### src/rtl/jtag_types_pkg.sv
// Shared types and fixed TMS sequences for the JTAG host driver.
// JTAG_HOST_RTI_WAIT_EN adds the H_RTI state.
package jtag_types_pkg;

  typedef enum logic [1:0] {
    OP_RESET = 2'd0,
    OP_IR    = 2'd1,
    OP_DR    = 2'd2,
    OP_IDLE  = 2'd3
  } host_op_t;

`ifdef JTAG_HOST_RTI_WAIT_EN
  typedef enum logic [2:0] {
    H_IDLE  = 3'd0,
    H_HDR   = 3'd1,
    H_SHIFT = 3'd2,
    H_TRL   = 3'd3,
    H_RTI   = 3'd4,
    H_RSP   = 3'd5
  } host_state_t;
`else
  typedef enum logic [2:0] {
    H_IDLE  = 3'd0,
    H_HDR   = 3'd1,
    H_SHIFT = 3'd2,
    H_TRL   = 3'd3,
    H_RSP   = 3'd5
  } host_state_t;
`endif

  // TMS sequences from Run-Test/Idle, bit 0 driven first.
  localparam logic [2:0]  HDR_DR      = 3'b001;
  localparam int unsigned HDR_DR_LEN  = 3;
  localparam logic [3:0]  HDR_IR      = 4'b0011;
  localparam int unsigned HDR_IR_LEN  = 4;
  localparam logic [5:0]  RST_SEQ     = 6'b011111;
  localparam int unsigned RST_SEQ_LEN = 6;

  // A zero-length scan leaves Capture with TMS=1, skipping Shift entirely.
  function automatic logic hdr_tms(host_op_t op, logic [2:0] idx, logic zero_len);
    logic t;
    t = 1'b0;
    unique case (op)
      OP_RESET: t = RST_SEQ[idx];
      OP_IR:    t = (zero_len && idx == 3'd3) ? 1'b1 : HDR_IR[idx[1:0]];
      OP_DR:    t = (zero_len && idx == 3'd2) ? 1'b1 : HDR_DR[idx[1:0]];
      default:  t = 1'b0;
    endcase
    return t;
  endfunction

endpackage

### src/rtl/jtag_tck_gen.sv
// TCK divider: half-period of CLK_DIV clk cycles while enabled, held low otherwise.
module jtag_tck_gen #(
  parameter int unsigned CLK_DIV = 2
) (
  input  logic clk_i,
  input  logic clr_i,
  input  logic en_i,
  output logic tck_o,
  output logic tck_rise_o,
  output logic tck_fall_o
);

  localparam int unsigned CntW = (CLK_DIV > 1) ? $clog2(CLK_DIV) : 1;

  logic [CntW-1:0] cnt_q, cnt_d;
  logic            tck_q, tck_d;
  logic            toggle;

  assign toggle = en_i && (cnt_q == CntW'(CLK_DIV - 1));

  always_comb begin
    cnt_d = cnt_q;
    tck_d = tck_q;
    if (!en_i) begin
      cnt_d = '0;
      tck_d = 1'b0;
    end else if (toggle) begin
      cnt_d = '0;
      tck_d = ~tck_q;
    end else begin
      cnt_d = cnt_q + CntW'(1);
    end
  end

  always_ff @(posedge clk_i) begin
    if (clr_i) begin
      cnt_q <= '0;
      tck_q <= 1'b0;
    end else begin
      cnt_q <= cnt_d;
      tck_q <= tck_d;
    end
  end

  // Strobes mark the clk cycle at whose closing edge TCK changes.
  assign tck_o      = tck_q;
  assign tck_rise_o = toggle && !tck_q;
  assign tck_fall_o = toggle && tck_q;

endmodule

### src/rtl/jtag_host_driver.sv
// Bus-side JTAG master: turns reset/IR/DR/idle ops into TCK/TMS/TDI and captures TDO.
// JTAG_HOST_RTI_WAIT_EN adds RTI_CYCLES idle TCK periods after every IR/DR scan.
module jtag_host_driver
  import jtag_types_pkg::*;
#(
  parameter int unsigned CLK_DIV    = 2,
  parameter int unsigned MAX_LEN    = 16,
`ifdef JTAG_HOST_RTI_WAIT_EN
  parameter int unsigned RTI_CYCLES = 4,
`endif
  localparam int unsigned LEN_W     = $clog2(MAX_LEN + 1)
) (
  input  logic               clk,
  input  logic               TRST,
  input  logic               cmd_valid,
  output logic               cmd_ready,
  input  host_op_t           cmd_op,
  input  logic [LEN_W-1:0]   cmd_len,
  input  logic [MAX_LEN-1:0] cmd_data,
  output logic               rsp_valid,
  output logic [MAX_LEN-1:0] rsp_data,
  output logic               TCK,
  output logic               TMS,
  output logic               TDI,
  input  logic               TDO,
  output logic               busy
);

  localparam int unsigned CNT_W = (LEN_W > 8) ? LEN_W : 8;
  localparam int unsigned IDX_W = (MAX_LEN > 1) ? $clog2(MAX_LEN) : 1;

  host_state_t        state_q, state_d;
  host_op_t           op_q, op_d;
  logic [LEN_W-1:0]   len_q, len_d;
  logic [CNT_W-1:0]   idx_q, idx_d;
  logic [MAX_LEN-1:0] data_q, data_d;
  logic [MAX_LEN-1:0] cap_q, cap_d;
  logic [MAX_LEN-1:0] rsp_q, rsp_d;
  logic               tms_q, tms_d;
  logic               tdi_q, tdi_d;

  logic               tck_en, tck_rise, tck_fall;
  logic               accept;
  logic [LEN_W-1:0]   len_clamp;
  logic [CNT_W-1:0]   len_ext;

  function automatic logic [CNT_W-1:0] hdr_last(host_op_t op, logic [LEN_W-1:0] len);
    logic [CNT_W-1:0] l;
    unique case (op)
      OP_RESET: l = CNT_W'(RST_SEQ_LEN - 1);
      OP_IR:    l = CNT_W'(HDR_IR_LEN - 1);
      OP_DR:    l = CNT_W'(HDR_DR_LEN - 1);
      default:  l = CNT_W'(len) - CNT_W'(1);
    endcase
    return l;
  endfunction

  assign cmd_ready = (state_q == H_IDLE) || (state_q == H_RSP);
  assign busy      = ~cmd_ready;
  assign rsp_valid = (state_q == H_RSP);
  assign rsp_data  = rsp_q;
  assign TMS       = tms_q;
  assign TDI       = tdi_q;
  assign tck_en    = busy;
  assign accept    = cmd_valid && cmd_ready;
  assign len_clamp = (cmd_len > LEN_W'(MAX_LEN)) ? LEN_W'(MAX_LEN) : cmd_len;
  assign len_ext   = CNT_W'(len_q);

  jtag_tck_gen #(
    .CLK_DIV(CLK_DIV)
  ) u_tck_gen (
    .clk_i     (clk),
    .clr_i     (TRST),
    .en_i      (tck_en),
    .tck_o     (TCK),
    .tck_rise_o(tck_rise),
    .tck_fall_o(tck_fall)
  );

  always_comb begin
    state_d = state_q;
    op_d    = op_q;
    len_d   = len_q;
    idx_d   = idx_q;
    data_d  = data_q;
    cap_d   = cap_q;
    rsp_d   = rsp_q;
    tms_d   = tms_q;
    tdi_d   = tdi_q;

    unique case (state_q)
      H_IDLE, H_RSP: begin
        state_d = H_IDLE;
        if (accept) begin
          op_d    = cmd_op;
          len_d   = len_clamp;
          idx_d   = '0;
          data_d  = cmd_data;
          cap_d   = '0;
          tdi_d   = 1'b0;
          tms_d   = hdr_tms(cmd_op, 3'd0, len_clamp == '0);
          // A zero-count idle has no TCK periods, so it completes immediately.
          if (cmd_op == OP_IDLE && len_clamp == '0) begin
            state_d = H_RSP;
            rsp_d   = '0;
          end else begin
            state_d = H_HDR;
          end
        end
      end

      H_HDR: begin
        if (tck_fall) begin
          if (idx_q == hdr_last(op_q, len_q)) begin
            idx_d = '0;
            if (op_q == OP_RESET || op_q == OP_IDLE) begin
              state_d = H_RSP;
              rsp_d   = cap_q;
            end else if (len_q == '0) begin
              state_d = H_TRL;
              tms_d   = 1'b1;
            end else begin
              state_d = H_SHIFT;
              tms_d   = (len_q == LEN_W'(1));
              tdi_d   = data_q[0];
            end
          end else begin
            idx_d = idx_q + CNT_W'(1);
            tms_d = hdr_tms(op_q, idx_d[2:0], len_q == '0);
          end
        end
      end

      H_SHIFT: begin
        if (tck_rise) begin
          cap_d[idx_q[IDX_W-1:0]] = TDO;
        end
        if (tck_fall) begin
          if (idx_q + CNT_W'(1) == len_ext) begin
            state_d = H_TRL;
            idx_d   = '0;
            tms_d   = 1'b1;
            tdi_d   = 1'b0;
          end else begin
            idx_d  = idx_q + CNT_W'(1);
            data_d = data_q >> 1;
            tdi_d  = data_d[0];
            tms_d  = (idx_q + CNT_W'(2) == len_ext);
          end
        end
      end

      H_TRL: begin
        if (tck_fall) begin
          if (idx_q == '0) begin
            idx_d = CNT_W'(1);
            tms_d = 1'b0;
          end else begin
            idx_d = '0;
`ifdef JTAG_HOST_RTI_WAIT_EN
            if (RTI_CYCLES == 0) begin
              state_d = H_RSP;
              rsp_d   = cap_q;
            end else begin
              state_d = H_RTI;
              tms_d   = 1'b0;
            end
`else
            state_d = H_RSP;
            rsp_d   = cap_q;
`endif
          end
        end
      end

`ifdef JTAG_HOST_RTI_WAIT_EN
      H_RTI: begin
        if (tck_fall) begin
          if (idx_q == CNT_W'(RTI_CYCLES - 1)) begin
            state_d = H_RSP;
            idx_d   = '0;
            rsp_d   = cap_q;
          end else begin
            idx_d = idx_q + CNT_W'(1);
          end
        end
      end
`endif

      default: state_d = H_IDLE;
    endcase
  end

  always_ff @(posedge clk) begin
    if (TRST) begin
      state_q <= H_IDLE;
      op_q    <= OP_RESET;
      len_q   <= '0;
      idx_q   <= '0;
      data_q  <= '0;
      cap_q   <= '0;
      rsp_q   <= '0;
      tms_q   <= 1'b1;
      tdi_q   <= 1'b0;
    end else begin
      state_q <= state_d;
      op_q    <= op_d;
      len_q   <= len_d;
      idx_q   <= idx_d;
      data_q  <= data_d;
      cap_q   <= cap_d;
      rsp_q   <= rsp_d;
      tms_q   <= tms_d;
      tdi_q   <= tdi_d;
    end
  end

endmodule
### config.mk
export PLATFORM = sky130hd
export DESIGN_NAME = jtag_host_driver
export DESIGN_NICKNAME = d
export VERILOG_FILES = /design/src/rtl/jtag_types_pkg.sv /design/src/rtl/jtag_tck_gen.sv /design/src/rtl/jtag_host_driver.sv
export SDC_FILE = /design/constraint.sdc
export NUM_CORES = 1
export LEC_CHECK = 0
export BUFFER_PORTS_ARGS = -buffer_cell sky130_fd_sc_hd__buf_2
export CORE_MARGIN = 1
export CORE_UTILIZATION = 60
export CTS_CLUSTER_SIZE = 28
export DETAILED_ROUTE_END_ITERATION = 10
export PLACE_DENSITY_LB_ADDON = 0.3
export SLEW_MARGIN = 20
export SYNTH_ARGS = -nofsm -noshare
export SYNTH_HDL_FRONTEND = slang
export SYNTH_SLANG_ARGS = --single-unit
### constraint.sdc
create_clock -name clk -period 4.4 [get_ports clk]
set_input_delay 0 -clock clk [delete_from_list [all_inputs] [get_ports clk]]
set_output_delay 0 -clock clk [all_outputs]
set_load 0.1 [all_outputs]
-- Yosys cells after proc, flatten, opt, wreduce, memory -nomap -nowiden
Memory sizes are Yosys's and may differ from the RTL's.
Cells that the tools add are included.
- add/subtract/negate cells: 4
- shift operators: 0
- multiply operators: 0
- divide/modulo/power cells: 0
- reductions and logical operators: 33
- bitwise gates (word level): 2
- equal/unequal tests: 31
- mux-type cells: 68
- magnitude comparators: 5
- operator list (operator ; count):
    $mux W16 ; 12
    $mux W8 ; 8
    $pmux W16 S2 ; 2
    $pmux W16 S3 ; 1
    $pmux W8 S4 ; 1
    $ne A2 B2 Y1 const B ; 14
    $mux W3 ; 9
    $mux W1 ; 25
    $pmux W8 S3 ; 1
    $bwmux W16 ; 1
    $eq A8 B5 Y1 ; 2
    $reduce_and A7 Y1 ; 2
    $eq A3 B2 Y1 const B ; 4
    $pmux W3 S4 ; 1
    $logic_not A5 Y1 ; 2
    $add A8 B1 Y8 const B ; 1
    $add A8 B2 Y8 const B ; 1
    $eq A2 B2 Y1 const B ; 4
    $eq A8 B8 Y1 ; 1
    $logic_and A1 B1 Y1 ; 8
    $logic_not A8 Y1 ; 1
    $reduce_and A8 Y1 ; 1
    $pmux W1 S3 ; 2
    $reduce_and A6 Y1 ; 1
    30 further kinds ; 38
- logic and storage cells: 155
- register bits after elaboration: 70
- memories: 1
- ROM bits: 8
- latch bits: 0
- memory bits (writable): 0
- input port bits: 27
- memory list (memory ; words ; width ; read ports ; clocked after Yosys merged registers in ; write ports ; line ; source):
    (no name shown) ; 8 ; 1 ; 1 ; 0 ; 0 ; jtag_types_pkg.sv:44 ; OP_RESET: t = RST_SEQ[idx];

-- Depth between registers and ports, before layout
- depth in word-level cells: 11
- depth in mapped cells: 11
- mapped depth without buffers: 9

-- Cells and area by module
A second synthesis with hierarchy kept.
- cells, all modules: 519
- area, all modules: 4141.5 µm²
- modules (own cells, without submodules) (module ; cells an instance ; area an instance (µm²) ; times used):
    jtag_host_driver ; 510 ; 4063.9 ; 1
    jtag_tck_gen ; 9 ; 77.6 ; 1

-- Worst setup path after synthesis
Ideal clock, no wire load.
- kind: reg-to-reg
- start: register state_q[0]
- end: register cap_q[12]
- cell stages (with the launch flop): 11
- data required time: 4.272 ns
- setup slack: 1.503 ns
- clock period less this slack: 2.897 ns
- setup time: 0.128 ns
- data arrival time: 2.769 ns
- cell sequence: dfxtp_1 > clkbuf_1 > nor2b_1 > nor3_1 > clkbuf_1 > a32oi_1 > nor2b_1 > clkbuf_1 > nand3_1 > mux2i_1 > nor2_1
- longest elaborated chain between the ends: 7
- elaborated cells on any way between the ends: 14
- classes of those cells: eq/ne (4); mux (1); bitwise (1); reduce/logical (8)
- RTL lines (item ; line ; source):
    start, declared ; jtag_host_driver.sv:32 ; host_state_t state_q, state_d;
    start signal, assigned ; jtag_host_driver.sv:206 ; state_q <= state_d;
    $eq A3 B3 Y1 / $logic_not A3 Y1 (equally long branches) ; jtag_host_driver.sv:58 ; assign cmd_ready = (state_q == H_IDLE) || (state_q == H_RSP);
    $logic_or A1 B1 Y1 (*) ; jtag_host_driver.sv:58 ;
    via cmd_ready ; jtag_host_driver.sv:16 ; output logic cmd_ready,
    $not A1 Y1 ; jtag_host_driver.sv:59 ; assign busy = ~cmd_ready;
    $logic_and A1 B1 Y1 ; jtag_tck_gen.sv:19 ; assign toggle = en_i && (cnt_q == CntW'(CLK_DIV - 1));
    $logic_and A1 B1 Y1 ; jtag_tck_gen.sv:47 ; assign tck_rise_o = toggle && !tck_q;
    $ne A2 B2 Y1 (no line) ; -- ;
    $reduce_and A3 Y1 (no line) (*) ; -- ;
    end signal, assigned ; jtag_host_driver.sv:211 ; cap_q <= cap_d;
    end, declared ; jtag_host_driver.sv:37 ; logic [MAX_LEN-1:0] cap_q, cap_d;
Mark *: on every way through the listed nets, which the timed path passes. The rest lies on a longest branch.
A chain may end at the register's enable or synchronous reset.

-- Final worst setup path
- start: register op_q[0]
- end: register rsp_q[15] (netlist: rsp_data[15])
- longest elaborated chain between the ends: 7
- elaborated cells on any way between the ends: 12
- classes of those cells: eq/ne (6); mux (3); reduce/logical (3)
- RTL lines (item ; line ; source):
    start, declared ; jtag_host_driver.sv:33 ; host_op_t op_q, op_d;
    start signal, assigned ; jtag_host_driver.sv:207 ; op_q <= op_d;
    $eq A2 B2 Y1 (tied with other cells) ; jtag_host_driver.sv:49 ; unique case (op)
    $pmux W8 S3 ; jtag_host_driver.sv:49 ;
    $mux W8 ; jtag_host_driver.sv:113 ; if (tck_fall) begin
    $mux W8 ; jtag_host_driver.sv:91 ; unique case (state_q)
    $eq A8 B8 Y1 ; jtag_host_driver.sv:114 ; if (idx_q == hdr_last(op_q, len_q)) begin
    $ne A2 B2 Y1 (no line) ; -- ;
    $reduce_and A8 Y1 (no line) (*) ; -- ;
    end signal, assigned ; jtag_host_driver.sv:212 ; rsp_q <= rsp_d;
    end, declared ; jtag_host_driver.sv:38 ; logic [MAX_LEN-1:0] rsp_q, rsp_d;
Every way passes the cells marked *; elsewhere a longest branch is shown, timed or not. The select of a mux whose other input is x is not followed.

==> impl_metrics.toml <==
[status]
violations = "design-rule violations"
status = "finished with violations"

[logic_synthesis]
syn-mean-instance-area_um2 = 7.94
synthSimpleGateAreaFrac_pct = 24.9
syn-cell-area_um2 = 4020
synth_area_leaders = "dfxtp_1 (35%), nand2_1 (6.1%), ha_1 (4.4%)"
synthArstFlopShare_pct = 0
yosys.area.top_type = "dfxtp_1"
synth.most_common_cell = "dfxtp_1"
synth-compound-area-share_pct = 24.6
synth_top_area_share_pct = 34.9
synth_mux_area_share_pct = 1.49
synth_seq_cells = 70
yosysSeqAreaShare_pct = 34.9
yosysUniqueCellTypes = 61
synth-edff-count = 0
synth_top_family_by_area = "simple AND/OR/NAND/NOR gates"
ys_warn_count = 0
synthAdderAreaFrac_pct = 4.36
ys.flop_type = "dfxtp_1"
synthTopCellsByCount = "dfxtp_1 (70), nand2_1 (65), nor2_1 (44)"
synth_xor_area_share_pct = 3.61
synth_nets = 547
syn_inst = 506

[setup_path]
crit_start = "op_q[0]$_SDFFE_PP0P_"
path_class = "register to register"
worstPathRequired_ps = 4680
end_kind = "register"
crit_slowest_cell = "o41ai_4"
cp_cell_sequence = "inv_1 -> ha_1 -> or4_1 -> a21oi_1 -> a31oi_1 -> or3_4 -> or2_4 -> o41ai_4 -> a22o_1"
reg2reg_from = "op_q[0]$_SDFFE_PP0P_"
start_kind = "register"
cp_max_fo = 16
cp.arrival_ps = 3660
ff2ff_setup_slack_ps = 1020
cpPeakStageDelay_ps = 840

[die]
core_area_um2 = 6420
initial_utilization_pct = 62.6
die_area_um2 = 7030
die_w_um = 83.9
io_pins = 49
die_h_um = 83.9
rows = 29

[placement]
placed_cell_area_um2 = 4200
gp_congestion = 0.991
placedCellCount = 589
dp_hpwl_um = 6600
io_buffers = 48
post-place-ws_ps = 1060

[pwr]
finalPower_uw = 1600
vdd_drop_max_mv = 0.243
p_leak_uw = 0.00184
power_density_nw_per_um2 = 346

[cells_and_area]
num-nets-final = 582
fin_area_um2 = 4630
syn2layout_area_growth_pct = 15.2
drive_gt1_share_pct = 14.5
instances_no_fill = 623
diodes = 0

[timing]
fin_skew_ps = 5.05
post-route-period-util_pct = 76.9
worst_pin_slew_ps = 1040
finalWorstSetupSlack_ps = 1020
period_minus_slack_ps = 3380
finalSetupViolCount = 0
finalSetupTns_ps = 0
rsz0062_at_grt = "no"
slew_headroom_pct = 30.7
hold_violations = 0
drv_slew = 0
fmax_mhz = 296

[hold_path]
min_from = "cmd_valid"
hold_class = "input pin to register"

[cts]
cts_setup_buffers = 0
cts.clk_slew.worst_paths_ps = 80
cts_tree = "yes"
clock_path_buffers = 2
cts_root_buf = "clkbuf_8"
numCtsBuffers = 9
htree_levels = 3
clk-insertion-delay-late_ps = 340
cts_sinks = 70

[route]
drt-pass1-iter-count = 8
routed_wl_um = 9730
viasPerCell = 6.17
drcViolationCount = 13
postRouteAntennaNets = 0
wire_per_inst_um = 15.6
drt_iter0_markers = 356
vias = 3847

[global_routing]
grt_pass1_wl_um = 16300
antenna_found_initial = 0
grtUsageTotal_pct = 28.6
grt_max_degree = 40
grt_overflow = 0
grt_pass1_vias = 3531

[job]
maxCapViolCount = 0
[cell usage in the layout (no fill, tap or decap), types with 4 or more instances in the layout]
cell type and count:
a21oi_1 30, dfxtp_1 70, dlygate4sd3_1 18, and3b_1 4, nand2_1 65, xnor2_1 10
nand4_1 6, a211oi_1 5, o21ai_0 28, a21o_1 4, nor3_1 9, a22o_1 17
nor2b_1 11, ha_1 14, clkbuf_8 9, buf_2 48, nand2b_1 5, nand3_1 23
and2_1 4, nor3b_1 7, xor2_1 4, o31ai_1 4, nor2_1 44, or4_1 4
mux2i_1 6, buf_4 5, inv_1 15, or3_1 4, a311oi_1 16
[layout make-up]
| class | count | area, um^2 |
|---|---|---|
| Clock buffer | 9 | 124 |
| Clock inverter | 7 | 121 |
| Fill cell | 501 | 1790 |
| Inverter | 15 | 56.3 |
| Multi-Input combinational cell | 374 | 2370 |
| Sequential cell | 70 | 1400 |
| Tap cell | 77 | 96.3 |
| Timing Repair Buffer | 71 | 458 |
[sequential cells by signal, summed over array words and instances (netlist names)]
signal / cells
TDI: 1
TMS: 1
cap_q: 16
data_q: 16
idx_q: 8
len_q: 5
op_q: 2
rsp_data: 16
state_q: 3
u_tck_gen.cnt_q: 1
u_tck_gen.tck_o: 1
[per-stage QoR]
step	utilization (%)	hold WS, ps
after floorplan	-	147
after global placement	65.5	268
after detailed placement	65.5	275
after CTS	72.1	7.03
after global routing	72.1	26.2
final	72.1	24.9
[power breakdown]
| group | internal (uW) | total, uW | switching, uW |
|---|---|---|---|
| sequential | 662 | 690 | 27.8 |
| clock | 379 | 631 | 252 |
| combinational | 97.7 | 283 | 185 |
| total | 1140 | 1600 | 465 |
[per-layer routing]
metal,routed length (um),vias up,track usage (%)
met5,0,-,0
met4,266,0,14.6
met3,608,22,5.04
met2,4680,143,47.0
met1,4180,1799,35.9
li1,-,1883,-
[path summary, 6_finish.rpt]
| kind | endpoint | cells after the start |
|---|---|---|
| setup / recovery | rsp_data[15]$_SDFFE_PP0P_ | 9 |
| hold / removal | op_q[0]$_SDFFE_PP0P_ | 3 |
| setup reg to reg | rsp_data[15]$_SDFFE_PP0P_ | 9 |
| hold reg to reg | cap_q[11]$_SDFFE_PP0P_ | 2 |
[kinds of logic (layout without fill, tap and decap cells)]
kind of cell / count (synthesis) / count (layout)
and+or+nand+nor: 202 / 202
AOI/OAI and AO/OA: 137 / 137
DFF: 70 / 70
buffers and inverters: 62 / 102
xor gates and xnor gates: 15 / 15
adders and majority gates: 14 / 14
muxes: 6 / 6
[critical path, delay by kind of cell (launching register included)]
| kind | cells | cell delay [ps] |
|---|---|---|
| AOI/OAI and AO/OA | 4 | 1370 |
| and+or+nand+nor | 3 | 1240 |
| DFF | 1 | 390 |
| adders and majority gates | 1 | 230 |
| buffers and inverters | 1 | 80 |
[repair_timing]
action / CTS / global route
endpoints found under the hold margin: 18 / 0
gates resized for setup: 0 / 0
hold buffers: 18 / 0
Power figures use the tool's default switching activity.
